===== src/rtl/mem_port_arbiter.sv =====
// Shares one OBI-style memory port between instruction fetch and the LSU and routes each
// response back to its issuer. Define MEM_ARB_STARVE_GUARD_EN to enable the IF starvation guard.
module mem_port_arbiter #(
  parameter int unsigned MAX_OUTST    = 2,
  parameter int unsigned STARVE_LIMIT = 4
) (
  input  logic        clk_i,
  input  logic        rst_ni,
  input  logic        if_req_i,
  input  logic [31:0] if_addr_i,
  output logic        if_gnt_o,
  output logic        if_rvalid_o,
  output logic [31:0] if_rdata_o,
  input  logic        lsu_req_i,
  input  logic        lsu_we_i,
  input  logic [3:0]  lsu_be_i,
  input  logic [31:0] lsu_addr_i,
  input  logic [31:0] lsu_wdata_i,
  output logic        lsu_gnt_o,
  output logic        lsu_rvalid_o,
  output logic [31:0] lsu_rdata_o,
  output logic        mem_req_o,
  output logic        mem_we_o,
  output logic [3:0]  mem_be_o,
  output logic [31:0] mem_addr_o,
  output logic [31:0] mem_wdata_o,
  input  logic        mem_gnt_i,
  input  logic        mem_rvalid_i,
  input  logic [31:0] mem_rdata_i,
  output logic        busy_o
);

  localparam int unsigned PtrW = (MAX_OUTST > 1) ? $clog2(MAX_OUTST) : 1;
  localparam int unsigned CntW = $clog2(MAX_OUTST + 1);

  localparam logic SrcIf  = 1'b0;
  localparam logic SrcLsu = 1'b1;

  typedef enum logic [0:0] {StArb, StLock} state_e;

  state_e state_q, state_d;

  logic arb_owner, owner, own_req, starving, slot_free;
  logic push, pop, head_id;

  logic        lock_owner_q, lock_owner_d;
  logic        lock_we_q, lock_we_d;
  logic [3:0]  lock_be_q, lock_be_d;
  logic [31:0] lock_addr_q, lock_addr_d;
  logic [31:0] lock_wdata_q, lock_wdata_d;

  logic [MAX_OUTST-1:0] ids_q, ids_d;
  logic [PtrW-1:0]      wr_ptr_q, wr_ptr_d, rd_ptr_q, rd_ptr_d;
  logic [CntW-1:0]      count_q, count_d;

  function automatic logic [PtrW-1:0] ptr_inc(input logic [PtrW-1:0] p);
    return (p == PtrW'(MAX_OUTST - 1)) ? '0 : p + 1'b1;
  endfunction

  // ---------------- FSM ----------------
  always_ff @(posedge clk_i or negedge rst_ni) begin
    if (!rst_ni) begin
      state_q <= StArb;
    end else begin
      state_q <= state_d;
    end
  end

  always_comb begin
    state_d = state_q;
    unique case (state_q)
      StArb:   if (mem_req_o && !mem_gnt_i) state_d = StLock;
      StLock:  if (mem_req_o && mem_gnt_i) state_d = StArb;
      default: state_d = StArb;
    endcase
  end

  always_comb begin
    arb_owner = (lsu_req_i && !(starving && if_req_i)) ? SrcLsu : SrcIf;
    if (state_q == StLock) begin
      // A pending request keeps owner and bus fields stable until it is granted.
      owner       = lock_owner_q;
      own_req     = 1'b1;
      mem_we_o    = lock_we_q;
      mem_be_o    = lock_be_q;
      mem_addr_o  = lock_addr_q;
      mem_wdata_o = lock_wdata_q;
    end else if (arb_owner == SrcLsu) begin
      owner       = SrcLsu;
      own_req     = lsu_req_i;
      mem_we_o    = lsu_we_i;
      mem_be_o    = lsu_be_i;
      mem_addr_o  = lsu_addr_i;
      mem_wdata_o = lsu_wdata_i;
    end else begin
      owner       = SrcIf;
      own_req     = if_req_i;
      mem_we_o    = 1'b0;
      mem_be_o    = 4'hF;
      mem_addr_o  = if_addr_i;
      mem_wdata_o = '0;
    end
    mem_req_o = own_req & slot_free;
    if_gnt_o  = mem_gnt_i & mem_req_o & (owner == SrcIf);
    lsu_gnt_o = mem_gnt_i & mem_req_o & (owner == SrcLsu);
  end

  // ---------------- Lock capture ----------------
  always_comb begin
    lock_owner_d = owner;
    lock_we_d    = mem_we_o;
    lock_be_d    = mem_be_o;
    lock_addr_d  = mem_addr_o;
    lock_wdata_d = mem_wdata_o;
  end

  always_ff @(posedge clk_i or negedge rst_ni) begin
    if (!rst_ni) begin
      lock_owner_q <= SrcIf;
      lock_we_q    <= 1'b0;
      lock_be_q    <= 4'hF;
      lock_addr_q  <= '0;
      lock_wdata_q <= '0;
    end else begin
      lock_owner_q <= lock_owner_d;
      lock_we_q    <= lock_we_d;
      lock_be_q    <= lock_be_d;
      lock_addr_q  <= lock_addr_d;
      lock_wdata_q <= lock_wdata_d;
    end
  end

  // ---------------- Source-ID FIFO ----------------
  assign slot_free = (count_q < CntW'(MAX_OUTST));
  assign push      = mem_req_o & mem_gnt_i;
  assign pop       = mem_rvalid_i & (count_q != '0);
  assign head_id   = ids_q[rd_ptr_q];

  always_comb begin
    ids_d    = ids_q;
    wr_ptr_d = wr_ptr_q;
    rd_ptr_d = rd_ptr_q;
    count_d  = count_q;
    if (push) begin
      ids_d[wr_ptr_q] = owner;
      wr_ptr_d        = ptr_inc(wr_ptr_q);
    end
    if (pop) begin
      rd_ptr_d = ptr_inc(rd_ptr_q);
    end
    if (push && !pop) begin
      count_d = count_q + 1'b1;
    end else if (pop && !push) begin
      count_d = count_q - 1'b1;
    end
  end

  always_ff @(posedge clk_i or negedge rst_ni) begin
    if (!rst_ni) begin
      ids_q    <= '0;
      wr_ptr_q <= '0;
      rd_ptr_q <= '0;
      count_q  <= '0;
    end else begin
      ids_q    <= ids_d;
      wr_ptr_q <= wr_ptr_d;
      rd_ptr_q <= rd_ptr_d;
      count_q  <= count_d;
    end
  end

  // Responses with nothing outstanding never pop, so they produce no rvalid.
  assign if_rvalid_o  = pop & (head_id == SrcIf);
  assign lsu_rvalid_o = pop & (head_id == SrcLsu);
  assign if_rdata_o   = mem_rdata_i;
  assign lsu_rdata_o  = mem_rdata_i;
  assign busy_o       = (count_q != '0);

  // ---------------- Starvation guard ----------------
`ifdef MEM_ARB_STARVE_GUARD_EN
  localparam int unsigned StW = $clog2(STARVE_LIMIT + 1);

  logic [StW-1:0] starve_q, starve_d;

  assign starving = (starve_q == StW'(STARVE_LIMIT));

  always_comb begin
    starve_d = starve_q;
    if (if_gnt_o) begin
      starve_d = '0;
    end else if (if_req_i && !starving) begin
      starve_d = starve_q + 1'b1;
    end
  end

  always_ff @(posedge clk_i or negedge rst_ni) begin
    if (!rst_ni) begin
      starve_q <= '0;
    end else begin
      starve_q <= starve_d;
    end
  end
`else
  logic unused_starve_limit;
  assign unused_starve_limit = ^STARVE_LIMIT;
  assign starving            = 1'b0;
`endif

endmodule


===== config.mk =====
export PLATFORM = sky130hd
export DESIGN_NAME = mem_port_arbiter
export DESIGN_NICKNAME = d
export VERILOG_FILES = /design/src/rtl/mem_port_arbiter.sv
export SDC_FILE = /design/constraint.sdc
export NUM_CORES = 1
export LEC_CHECK = 0
export CORE_ASPECT_RATIO = 1.5
export CORE_MARGIN = 5
export CORE_UTILIZATION = 37
export CTS_CLUSTER_DIAMETER = 30
export DETAILED_ROUTE_END_ITERATION = 6
export PLACE_DENSITY_LB_ADDON = 0.05
export REMOVE_ABC_BUFFERS = 1
export SYNTH_ARGS = -nofsm -noshare
export SYNTH_HDL_FRONTEND = slang
export SYNTH_SLANG_ARGS = --single-unit
export TNS_END_PERCENT = 1

===== constraint.sdc =====
create_clock -name clk_i -period 2.5 [get_ports clk_i]
set_input_delay 0.5 -clock clk_i [delete_from_list [all_inputs] [get_ports clk_i]]
set_output_delay 0.5 -clock clk_i [all_outputs]
set_load 0.01 [all_outputs]

== After elaboration in Yosys (flattened, before gate mapping) ==
Index checks and enable logic that the tools add are counted.
Widths: inputs -> output; s select.
Storage, ports and cells
  output and inout bits: 139
  word-level logic and storage cells: 63
  input port bits: 139
  bits in registers: 77
Cells by class
  reduce and logical (&&, ||, !) cells: 10
  add/sub/neg operators: 4
  magnitude comparators: 4
  bitwise logic cells: 10
  muxes and demuxes: 25
Operators by type and width (count)
  $mux 32: 4
  $mux 1: 14
  $mux 4: 2
  $and 1x1->1: 7
  $logic_and 1x1->1: 5
  $lt 1x2->1 const B: 2
  $mux 2: 2
  $reduce_bool 2->1: 2
  $logic_not 1->1: 3
  $not 1->1: 3
  $add 1x1->1 const B: 2
  $add 2x1->2 const B: 1
  $bwmux 2: 1
  $lt 2x2->1 const B: 1
  $pmux 1 s2: 1
  $sub 2x1->2 const B: 1
  $demux 1 s1: 1
  $ge 1x1->1 const B: 1

== Logic depth before layout (Yosys ltp) ==
Gate-level depths: netlist (run 1).
  depth in word-level cells: 9
  mapped depth: 8

== Least setup slack after synthesis (run 1) ==
Ideal clock, no wire load.
  path type: input port to flip-flop
  from: input lsu_req_i
  to: register count_q[1]
  data required time: 2.421 ns
  setup time: 0.079 ns
  slack: 0.722 ns
  cell stages on the path: 7
  arrival time: 1.698 ns
  cells stage by stage: buf_6 or3_4 nand2_4 inv_2 ha_1 nor2_1 xor2_1
On the way
  longest elaborated chain between the ends: 8
  elaborated cells on any way between the ends: 10
  those cells by class: mux: 4; bitwise: 2; reduce/logical: 4
RTL lines
  start: declaration: RTL line 14  | input logic lsu_req_i,
  $mux 1: RTL line 79  | arb_owner = (lsu_req_i && !(starving && if_req_i)) ? SrcLsu : SrcIf;
  $mux 1 *: RTL line 88  | end else if (arb_owner == SrcLsu) begin
  $mux 1 *: RTL line 80  | if (state_q == StLock) begin
  $and 1x1->1 *: RTL line 103  | mem_req_o = own_req & slot_free;
  $and 1x1->1 *: RTL line 135  | assign push = mem_req_o & mem_gnt_i;
  via push: RTL line 44  | logic push, pop, head_id;
  $logic_not 1->1: RTL line 153  | end else if (pop && !push) begin
  $logic_and 1x1->1: RTL line 153
  $reduce_bool 2->1 (no line)
  end signal: assignment: RTL line 168  | count_q <= count_d;
  end: declaration: RTL line 54  | logic [CntW-1:0] count_q, count_d;
The timed path passes the listed nets; every way through them passes the cells marked *.
A chain may end at the register's enable or synchronous reset.

==> results.md, run 1 <==
* Core area at 9690 µm²
* Number of library cell types mapped by synthesis at 29
* First-pass GRT wire length at 19.3 mm
* Num rows at 44
* 1st-pass router iterations at 6
* YS warnings at 0
* Crit path capture type: output port
* Register Area at 1940 µm²
* Critical Path AT at 1.95 ns
* Synth Register Bits at 77
* RSZ-0062 raised after global routing: true
* CTS tree: built
* R2R cell count at 7
* Routed Antenna Nets at 0
* Tightest Pin Transition at 0.536 ns
* Pre-CTS WS at 0.0451 ns
* Die height at 132 µm
* Area Overhead vs Synth at 53.5%
* Mapped Area at 3650 µm²
* Yosys top cell by area: dfrtp_1
* Drt drc at 0
* CP max FO at 14
* Area contributors post-synth: dfrtp_1, buf_4, mux2i_1
* Startpoint Class: flop
* Total CTS buffers at 9
* Filler Cells Inserted at 872
* Slew Viols, Final at 0
* Number of setup violations in the final report at 0
* Layout Skew at 0.00521 ns
* Gpl congestion at 0.798
* Vias per cell at 5.05
* LEAKAGE at 2.89 nW
* Pwr/cell area at 1180 nW/µm²
* Post-Route Utilization at 0.579
* H-tree depth at 3
* WL per Instance at 23.5 µm
* ANT cells at 0
* I/O pins at 278
* Minimum clock period at 2.45 ns
* Clock tree buffer depth at 2
* Total Nets Final at 593
* CTS Sinks at 77
* Total Power at 6.65 mW
* Hold Crit Class: in2async
* Final worst setup slack at 0.0526 ns
* Starting DRC count in detailed routing at 66
* Hold Fails Final Rpt at 0
* Vias in the first global route at 3095
* Die Span X at 91.1 µm
* Top-area cell type share of the netlist area at 0.500
* Final HPWL DP at 11.0 mm
* Clock-pin slew on the worst setup and hold paths at 0.06 ns
* Peak supply drop at 0.000621 V
* Multi-input gate area at 1150 µm²
* FMAX at 409 MHz
* Avg Inst Size Synth at 11.1 µm²
* DR vias at 2892
* Die area at 12000 µm²
* Final period util at 0.979
* Largest net degree at the start of global routing at 41
* Root buffer cell: clkbuf_16
* Seq/Total Area, Yosys at 0.529
* Initial Util at 0.377
* Initial antenna violation count at 0
* Final WL at 13.4 mm
* Setup TNS at 0 ns
* Slew margin rel. at 0.643
* Skew-Pair Late Insertion Delay at 0.32 ns
* Total track usage at 0.217
* Max Cap Viol at 0
* WP data required at 2.00 ns
* Grt total ovfl at 0
* Status: finished clean
* Post-CTS Hold Fix Bufs at 0
* Mapped Cells at 330
* Input/output buffers at 181
* Share of cells above drive strength 1 at 0.100
* WS Path Type: reg2out
==> per-stage QoR <==
step / area, µm² / std cells / hold WS (ns)
4_1_cts: 5510 / 573 / 0.163
5_1_grt: 5610 / 573 / 0.175
2_1_floorplan: 3080 / 247 / 0.204
3_5_place_dp: 5180 / 556 / 0.463
6_report: 5610 / 573 / 0.148
3_3_place_gp: 5180 / 556 / 0.462
==> cells in the final DEF (no fill, tap or decap), types with 4 or more instances in the layout <==
cell type,Yosys,final
a21oi_1,5,5
buf_12,0,4
nand2_1,33,33
clkdlybuf4s50_1,0,143
dfstp_2,4,4
clkbuf_16,0,9
nor2_1,8,8
o21ai_0,32,19
a22o_1,33,33
dlymetal6s2s_1,0,31
dfrtp_1,73,72
o21ai_1,0,12
mux2i_1,33,33
dlygate4sd2_1,0,5
buf_4,64,8
inv_1,5,5
==> timing repair <==
| action | in CTS | in global routing |
|---|---|---|
| endpoints found under the setup margin | 49 | 57 |
| resized for setup | 11 | 48 |
| buffers inserted | 1 | 0 |
==> registers in the layout, indices dropped and copies added, names as in the netlist, named ones only <==
| name | flops |
|---|---|
| lock_addr_q | 32 |
| lock_wdata_q | 32 |
| lock_be_q | 4 |
| count_q | 2 |
| ids_q | 2 |
| lock_owner_q | 1 |
| lock_we_q | 1 |
| rd_ptr_q | 1 |
| wr_ptr_q | 1 |
==> worst max-delay path, stage by stage, from the launching register on <==
cell,delay (ns)
dfrtp_4,0.54
nor2b_4,0.20
buf_8,0.17
a22o_1,0.15
clkdlybuf4s50_1,0.55
==> layout make-up <==
type	instances	share of cell area
Multi-Input combinational cell	164	0.206
Clock buffer	12	0.0457
Clock inverter	4	0.00848
Tap cell	115	0.0257
Inverter	6	0.00402
Timing Repair Buffer	195	0.365
Sequential cell	77	0.345
==> synthesized netlist by cell type (all sizes together) <==
cell type,count
a21oi,6
or3,1
nor2,8
ha,1
nand2,34
clkbuf,3
nor3b,1
xnor2,3
mux2i,33
inv,6
dfrtp,73
and3,1
a22o,33
dfstp,4
nor2b,3
o21ai,32
a31oi,3
o21a,1
nand2b,1
xor2,2
or2,1
buf,80
==> cells by family (layout without fill, tap and decap cells) <==
kind of cell,count (synthesis),after routing,share of synthesized area
buffers and inverters,89,217,0.163
AOI/OAI and AO/OA,75,75,0.139
adders and majority gates,1,1,0.00342
xor gates and xnor gates,5,5,0.0120
muxes,33,33,0.0904
and+or+nand+nor,50,50,0.0627
DFF,77,77,0.529
==> report_power, final <==
group | total, mW | internal, mW | switching [mW]
sequential | 2.10 | 1.88 | 0.226
clock | 1.31 | 0.824 | 0.483
combinational | 3.24 | 1.75 | 1.49
total | 6.65 | 4.44 | 2.20
==> worst paths after layout <==
path / start / endpoint / slack, ns
min in group clk_i: lock_be_q[3]$_DFF_PN1_ / lock_be_q[3]$_DFF_PN1_ / 0.47
setup reg to reg: flop / count_q[1]$_DFFE_PN0P_ / 0.62
setup / recovery: flop / mem_wdata_o[14] / 0.05
max in group asynchronous: rst_ni / lock_be_q[3]$_DFF_PN1_ / 1.67
hold / removal: rst_ni / lock_wdata_q[17]$_DFF_PN0_ / 0.15
hold reg to reg: lock_be_q[3]$_DFF_PN1_ / lock_be_q[3]$_DFF_PN1_ / 0.47
==> metal layers <==
layer	global-route usage	wire, µm	vias to the layer above
li1	-	-	1315
met2	0.350	6500	240
met1	0.211	4410	1315
met3	0.165	2240	20
met4	0.0701	255	2
met5	0.0375	34	-
Power figures use the tool's default switching activity.
==> run 2, diff against run 1 <==
--- a/config.mk
+++ b/config.mk
@@ -5,11 +5,11 @@
 export SDC_FILE = /design/constraint.sdc
 export NUM_CORES = 1
 export LEC_CHECK = 0
-export CORE_ASPECT_RATIO = 1.5
 export CORE_MARGIN = 5
 export CORE_UTILIZATION = 37
 export CTS_CLUSTER_DIAMETER = 30
 export DETAILED_ROUTE_END_ITERATION = 6
+export MAX_ROUTING_LAYER = met4
 export PLACE_DENSITY_LB_ADDON = 0.05
 export REMOVE_ABC_BUFFERS = 1
 export SYNTH_ARGS = -nofsm -noshare
==> run 2 against run 1 <==
Net effect:
- maximum frequency down 1.0%
- clock skew up 0.00068 ns
- count of clock-buffer cells in the layout down 3
- first-iteration DRC count up 18%
- wire length up 3.4%
- via count down 1.3%
- register-to-register slack worse by 0.14 ns
- sequential share of layout area up 0.65 points
==> results.md, run 2 (synthesized netlist as in run 1, its figures left out) <==
* Combinational Power Share at 0.518
* LEAKAGE at 2.69 nW
* Largest net degree at the start of global routing at 43
* Final worst setup slack at 0.0268 ns
* Share of cells above drive strength 1 at 0.108
* H-tree depth at 3
* Crit path to: mem_wdata_o[13]
* Die Span X at 109 µm
* Grt total ovfl at 0
* Post-CTS Hold Fix Bufs at 0
* Slew Viols, Final at 0
* Cell internal pwr at 3.98 mW
* Final HPWL DP at 11.3 mm
* Crit path capture type: output port
* Root buffer cell: clkbuf_8
* Number of setup violations in the final report at 0
* ANT cells at 0
* WP data required at 2.00 ns
* Clock tree buffer depth at 2
* Commonest non-fill, non-tap cell in the layout: clkdlybuf4s50_1
* DR vias at 2855
* R2R cell count at 9
* Gpl congestion at 0.774
* CTS tree: built
* First-pass GRT wire length at 19.4 mm
* Non-filler cells, final at 596
* CP cell instances: bufbuf_16 -> a22o_1 -> clkdlybuf4s50_1
* Input/output buffers at 181
* Sw Share at 0.358
* Layout Skew at 0.00590 ns
* Peak supply drop at 0.000492 V
* CTS Sinks at 77
* Post-Route Utilization at 0.568
* Reg2reg end: count_q[1]$_DFFE_PN0P_
* Final WL at 13.9 mm
* Psw at 2.22 mW
* Pre-CTS WS at -0.00574 ns
* Biggest regs: lock_addr_q (32), lock_wdata_q (32), lock_be_q (4)
* Num rows at 36
* Tightest Pin Transition at 0.554 ns
* Hold Fails Final Rpt at 0
* Most frequent cells in the layout: clkdlybuf4s50_1, dfrtp_1, mux2i_1, nand2_1, a22o_1
* Routed Antenna Nets at 0
* Skew-Pair Late Insertion Delay at 0.34 ns
* Total Power at 6.21 mW
* Max stage delay on crit path at 0.55 ns
* Die area at 12000 µm²
* Starting DRC count in detailed routing at 78
* WL per Instance at 23.3 µm
* Drt drc at 0
* Worst path slowest cell: clkdlybuf4s50_1
* Worst Path Buf+Inv at 2
* Total placed cells including tap cells at 578
* FMAX at 404 MHz
* RSZ-0062 raised after global routing: true
* WS Path Type: reg2out
* Clock-pin slew on the worst setup and hold paths at 0.09 ns
* Die height at 109 µm
* Slew margin rel. at 0.630
* Initial Util at 0.377
* Total track usage at 0.238
* Startpoint Class: flop
* Crit path max-delay family: buffers and inverters
* Area Overhead vs Synth at 50.5%
* Status: finished clean
* Filler Cells Inserted at 901
* CP max FO at 22
* I/O pins at 278
* Pwr/cell area at 1130 nW/µm²
* Final period util at 0.989
* Power share of the clock group at 0.142
* Max Cap Viol at 0
* Vias per cell at 4.79
* Vias in the first global route at 3046
* Total Nets Final at 598
* Hold Crit Class: in2async
* Reg2Reg Setup Slack at 0.48 ns
* Minimum clock period at 2.47 ns
* Core area at 9680 µm²
* Total CTS buffers at 9
* CP Depth at 3
* Initial antenna violation count at 0
* Critical Path AT at 1.97 ns
* Register share of total power at 0.340
* 1st-pass router iterations at 4
run 2: power by group through the flow:
stage / Sequential (mW) / Clock [mW] / Combinational [mW]
final: 2.11 / 0.882 / 3.22
after CTS: 2.11 / 0.922 / 3.26
after detailed placement: 2.13 / 0 / 3.31
after global routing: 2.17 / 0.969 / 3.50
after floorplan: 2.18 / 0 / 1.25
after global placement: 2.10 / 0 / 3.28
run 2: layout make-up:
cell class	instances	area, µm²	area share
tap	133	166	0.0303
clock inverter	7	57.6	0.0105
multi-input combinational	164	1140	0.207
inverter	6	22.5	0.00410
timing repair buffer	200	2060	0.374
sequential	77	1930	0.352
clock buffer	9	124	0.0225
run 2: worst min-delay path by stage:
stage	cells after the start	to	start	slack [ns]
2_1_floorplan	0	asynchronous set/reset pin	rst_ni	0.20
3_3_place_gp	2	lock_addr_q[29]$_DFF_PN0_	lock_addr_q[29]$_DFF_PN0_	0.48
3_5_place_dp	2	lock_addr_q[0]$_DFF_PN0_	lock_addr_q[0]$_DFF_PN0_	0.48
4_1_cts	1	lock_wdata_q[15]$_DFF_PN0_	rst_ni	0.13
5_1_grt	1	lock_wdata_q[15]$_DFF_PN0_	rst_ni	0.14
6_report	1	lock_wdata_q[15]$_DFF_PN0_	rst_ni	0.12
run 2: what timing repair did:
action	4_1_cts	5_1_grt
endpoints found under the setup margin	39	38
resized for setup	35	30
gates cloned	1	0
setup buffers	1	0
pin swaps	0	0
run 2: metal layers:
metal,track usage,up-vias,wire [µm]
met5,-,-,0
met4,0.0472,0,98
met2,0.369,187,6680
met3,0.168,9,2300
met1,0.249,1334,4820
li1,-,1325,-
run 2: stage by stage:
stage / instance area, µm² / hold slack [ns] / setup TNS, ns
final: 5500 / 0.122 / 0
after global routing: 5500 / 0.142 / -0.436
after CTS: 5450 / 0.132 / -0.273
after detailed placement: 5260 / 0.484 / -0.0112
after global placement: 5260 / 0.476 / 0
after floorplan: 3080 / 0.204 / -69.52
==> run 3, diff against run 2 <==
--- a/config.mk
+++ b/config.mk
@@ -9,7 +9,6 @@
 export CORE_UTILIZATION = 37
 export CTS_CLUSTER_DIAMETER = 30
 export DETAILED_ROUTE_END_ITERATION = 6
-export MAX_ROUTING_LAYER = met4
 export PLACE_DENSITY_LB_ADDON = 0.05
 export REMOVE_ABC_BUFFERS = 1
 export SYNTH_ARGS = -nofsm -noshare
==> run 3 against run 2 <==
Net effect:
- first-iteration DRC count rose by 18%
- highest routed layer is now met5
- via count rose by 0.91%
- critical endpoint is now mem_wdata_o[8]
- largest cell class unchanged
- wire length barely moved
- clock skew barely moved
- maximum frequency rose by 0.32%
- design area barely moved
- core utilization barely moved
- count of clock-buffer cells in the layout did not move
- global-route usage fell by 0.58 points
- sequential power barely moved
- critical path type unchanged
==> results.md, run 3 (synthesized netlist as in run 1, its figures left out) <==
* Status: finished clean
* H-tree depth at 3
* Skew-Pair Late Insertion Delay at 0.34 ns
* Setup TNS at 0 ns
* Layout Skew at 0.00575 ns
* Global route hottest layer: met2
* Total placed cells including tap cells at 578
* WP data required at 2.00 ns
* Startpoint Class: flop
* Total Power at 6.21 mW
* Drt drc at 0
* ANT cells at 0
* 1st-pass router iterations at 4
* Hold Crit Class: in2async
* First-pass GRT wire length at 19.4 mm
* Crit path capture type: output port
* Most frequent cells in the layout: clkdlybuf4s50_1, dfrtp_1, mux2i_1, nand2_1, a22o_1
* Total CTS buffers at 9
* Minimum clock period at 2.47 ns
* Die height at 109 µm
* Grt total ovfl at 0
* DR vias at 2881
* Clock tree buffer depth at 2
* Critical Path AT at 1.97 ns
* Post-route cell area at 5500 µm²
* Hold Fails Final Rpt at 0
* Gpl congestion at 0.764
* Largest net degree at the start of global routing at 43
* Peak supply drop at 0.000491 V
* RSZ-0062 raised after global routing: true
* Total track usage at 0.232
* Final HPWL DP at 11.3 mm
* Multi-input gate area at 1140 µm²
* WL per Instance at 23.3 µm
* Number of setup violations in the final report at 0
* FMAX at 406 MHz
* Filler Cells Inserted at 900
* Placed Area at 5260 µm²
* Vias in the first global route at 3047
* Die Span X at 109 µm
* Pwr/cell area at 1130 nW/µm²
* WS Path Type: reg2out
* Post-CTS Hold Fix Bufs at 0
* Final period util at 0.986
* Max Cap Viol at 0
* Total Nets Final at 598
* Max stage delay on crit path at 0.54 ns
* Share of cells above drive strength 1 at 0.108
* Core area at 9680 µm²
* Slew Viols, Final at 0
* Clock-pin slew on the worst setup and hold paths at 0.09 ns
* Routed Antenna Nets at 0
* CP cell instances: bufbuf_16 -> a22o_1 -> clkdlybuf4s50_1
* Die area at 12000 µm²
* CTS Sinks at 77
* Worst path slowest cell: dfrtp_2
* Vias per cell at 4.83
* Register Area at 1930 µm²
* Root buffer cell: clkbuf_8
* Tightest Pin Transition at 0.560 ns
* Commonest non-fill, non-tap cell in the layout: clkdlybuf4s50_1
* Input/output buffers at 181
* Starting DRC count in detailed routing at 92
* Area Overhead vs Synth at 50.5%
* CP max FO at 22
* Initial Util at 0.377
* Met1 Track Usage GR at 0.243
* Final WL at 13.9 mm
* Initial antenna violation count at 0
* Biggest regs: lock_addr_q (32), lock_wdata_q (32), lock_be_q (4)
* CTS tree: built
* GRT met3 Usage at 0.176
* I/O pins at 278
* Slew margin rel. at 0.627
* Non-filler cells, final at 596
* Num rows at 36
* Met2 Track Usage GR at 0.370
* LEAKAGE at 2.70 nW
run 3: metrics by stage:
| stage | worst slack, ns | utilization | hold slack [ns] |
|---|---|---|---|
| floorplan | -1.22 | - | 0.204 |
| global placement | 0.00511 | 0.543 | 0.476 |
| detailed placement | -0.00574 | 0.543 | 0.484 |
| CTS | -0.0885 | 0.563 | 0.132 |
| global route | -0.0766 | 0.568 | 0.134 |
| finish | 0.0347 | 0.568 | 0.124 |
run 3: critical path: cells and delay by family (launching register included):
family	cells	cell delay (ns)
compound gates	1	0.18
flops	1	0.54
buf+inv	2	0.91
run 3: power breakdown:
part / leakage (nW) / internal [mW] / total (mW) / switching (mW)
Sequential: 0.955 / 1.87 / 2.11 / 0.241
Combinational: 1.67 / 1.74 / 3.22 / 1.47
Clock: 0.0829 / 0.373 / 0.882 / 0.510
Total: 2.70 / 3.98 / 6.21 / 2.22
run 3: timing repair:
item	in CTS	in global routing
gates cloned	1	0
pin swaps	0	0
gates resized for setup	35	31
buffers inserted	1	0
setup endpoints to repair	39	40
run 3: worst paths after layout:
kind                                           start                         end  slack (ns)  cells past startpoint
max                                             flop              mem_wdata_o[8]        0.03                      3
min in group clk_i         lock_addr_q[25]$_DFF_PN0_   lock_addr_q[25]$_DFF_PN0_        0.49                      2
max in group asynchronous                     rst_ni      lock_be_q[3]$_DFF_PN1_        1.69                      2
min                                           rst_ni  lock_wdata_q[15]$_DFF_PN0_        0.12                      1
max reg2reg                                     flop      count_q[1]$_DFFE_PN0P_        0.49                      9
min reg2reg                lock_addr_q[25]$_DFF_PN0_   lock_addr_q[25]$_DFF_PN0_        0.49                      2
run 3: area by class of cell:
class                           count  area share
Sequential cell                    77       0.351
Timing Repair Buffer              200       0.375
Tap cell                          133      0.0303
Multi-Input combinational cell    164       0.207
Clock buffer                        9      0.0225
Clock inverter                      7      0.0105
Inverter                            6     0.00409
run 3: metal layers:
metal	vias to the layer above	routed length (µm)	part of all wire
li1	1322	-	-
met1	1346	4760	0.34
met2	196	6690	0.48
met3	13	2270	0.16
met4	4	105	0.0075
met5	-	88	0.0063
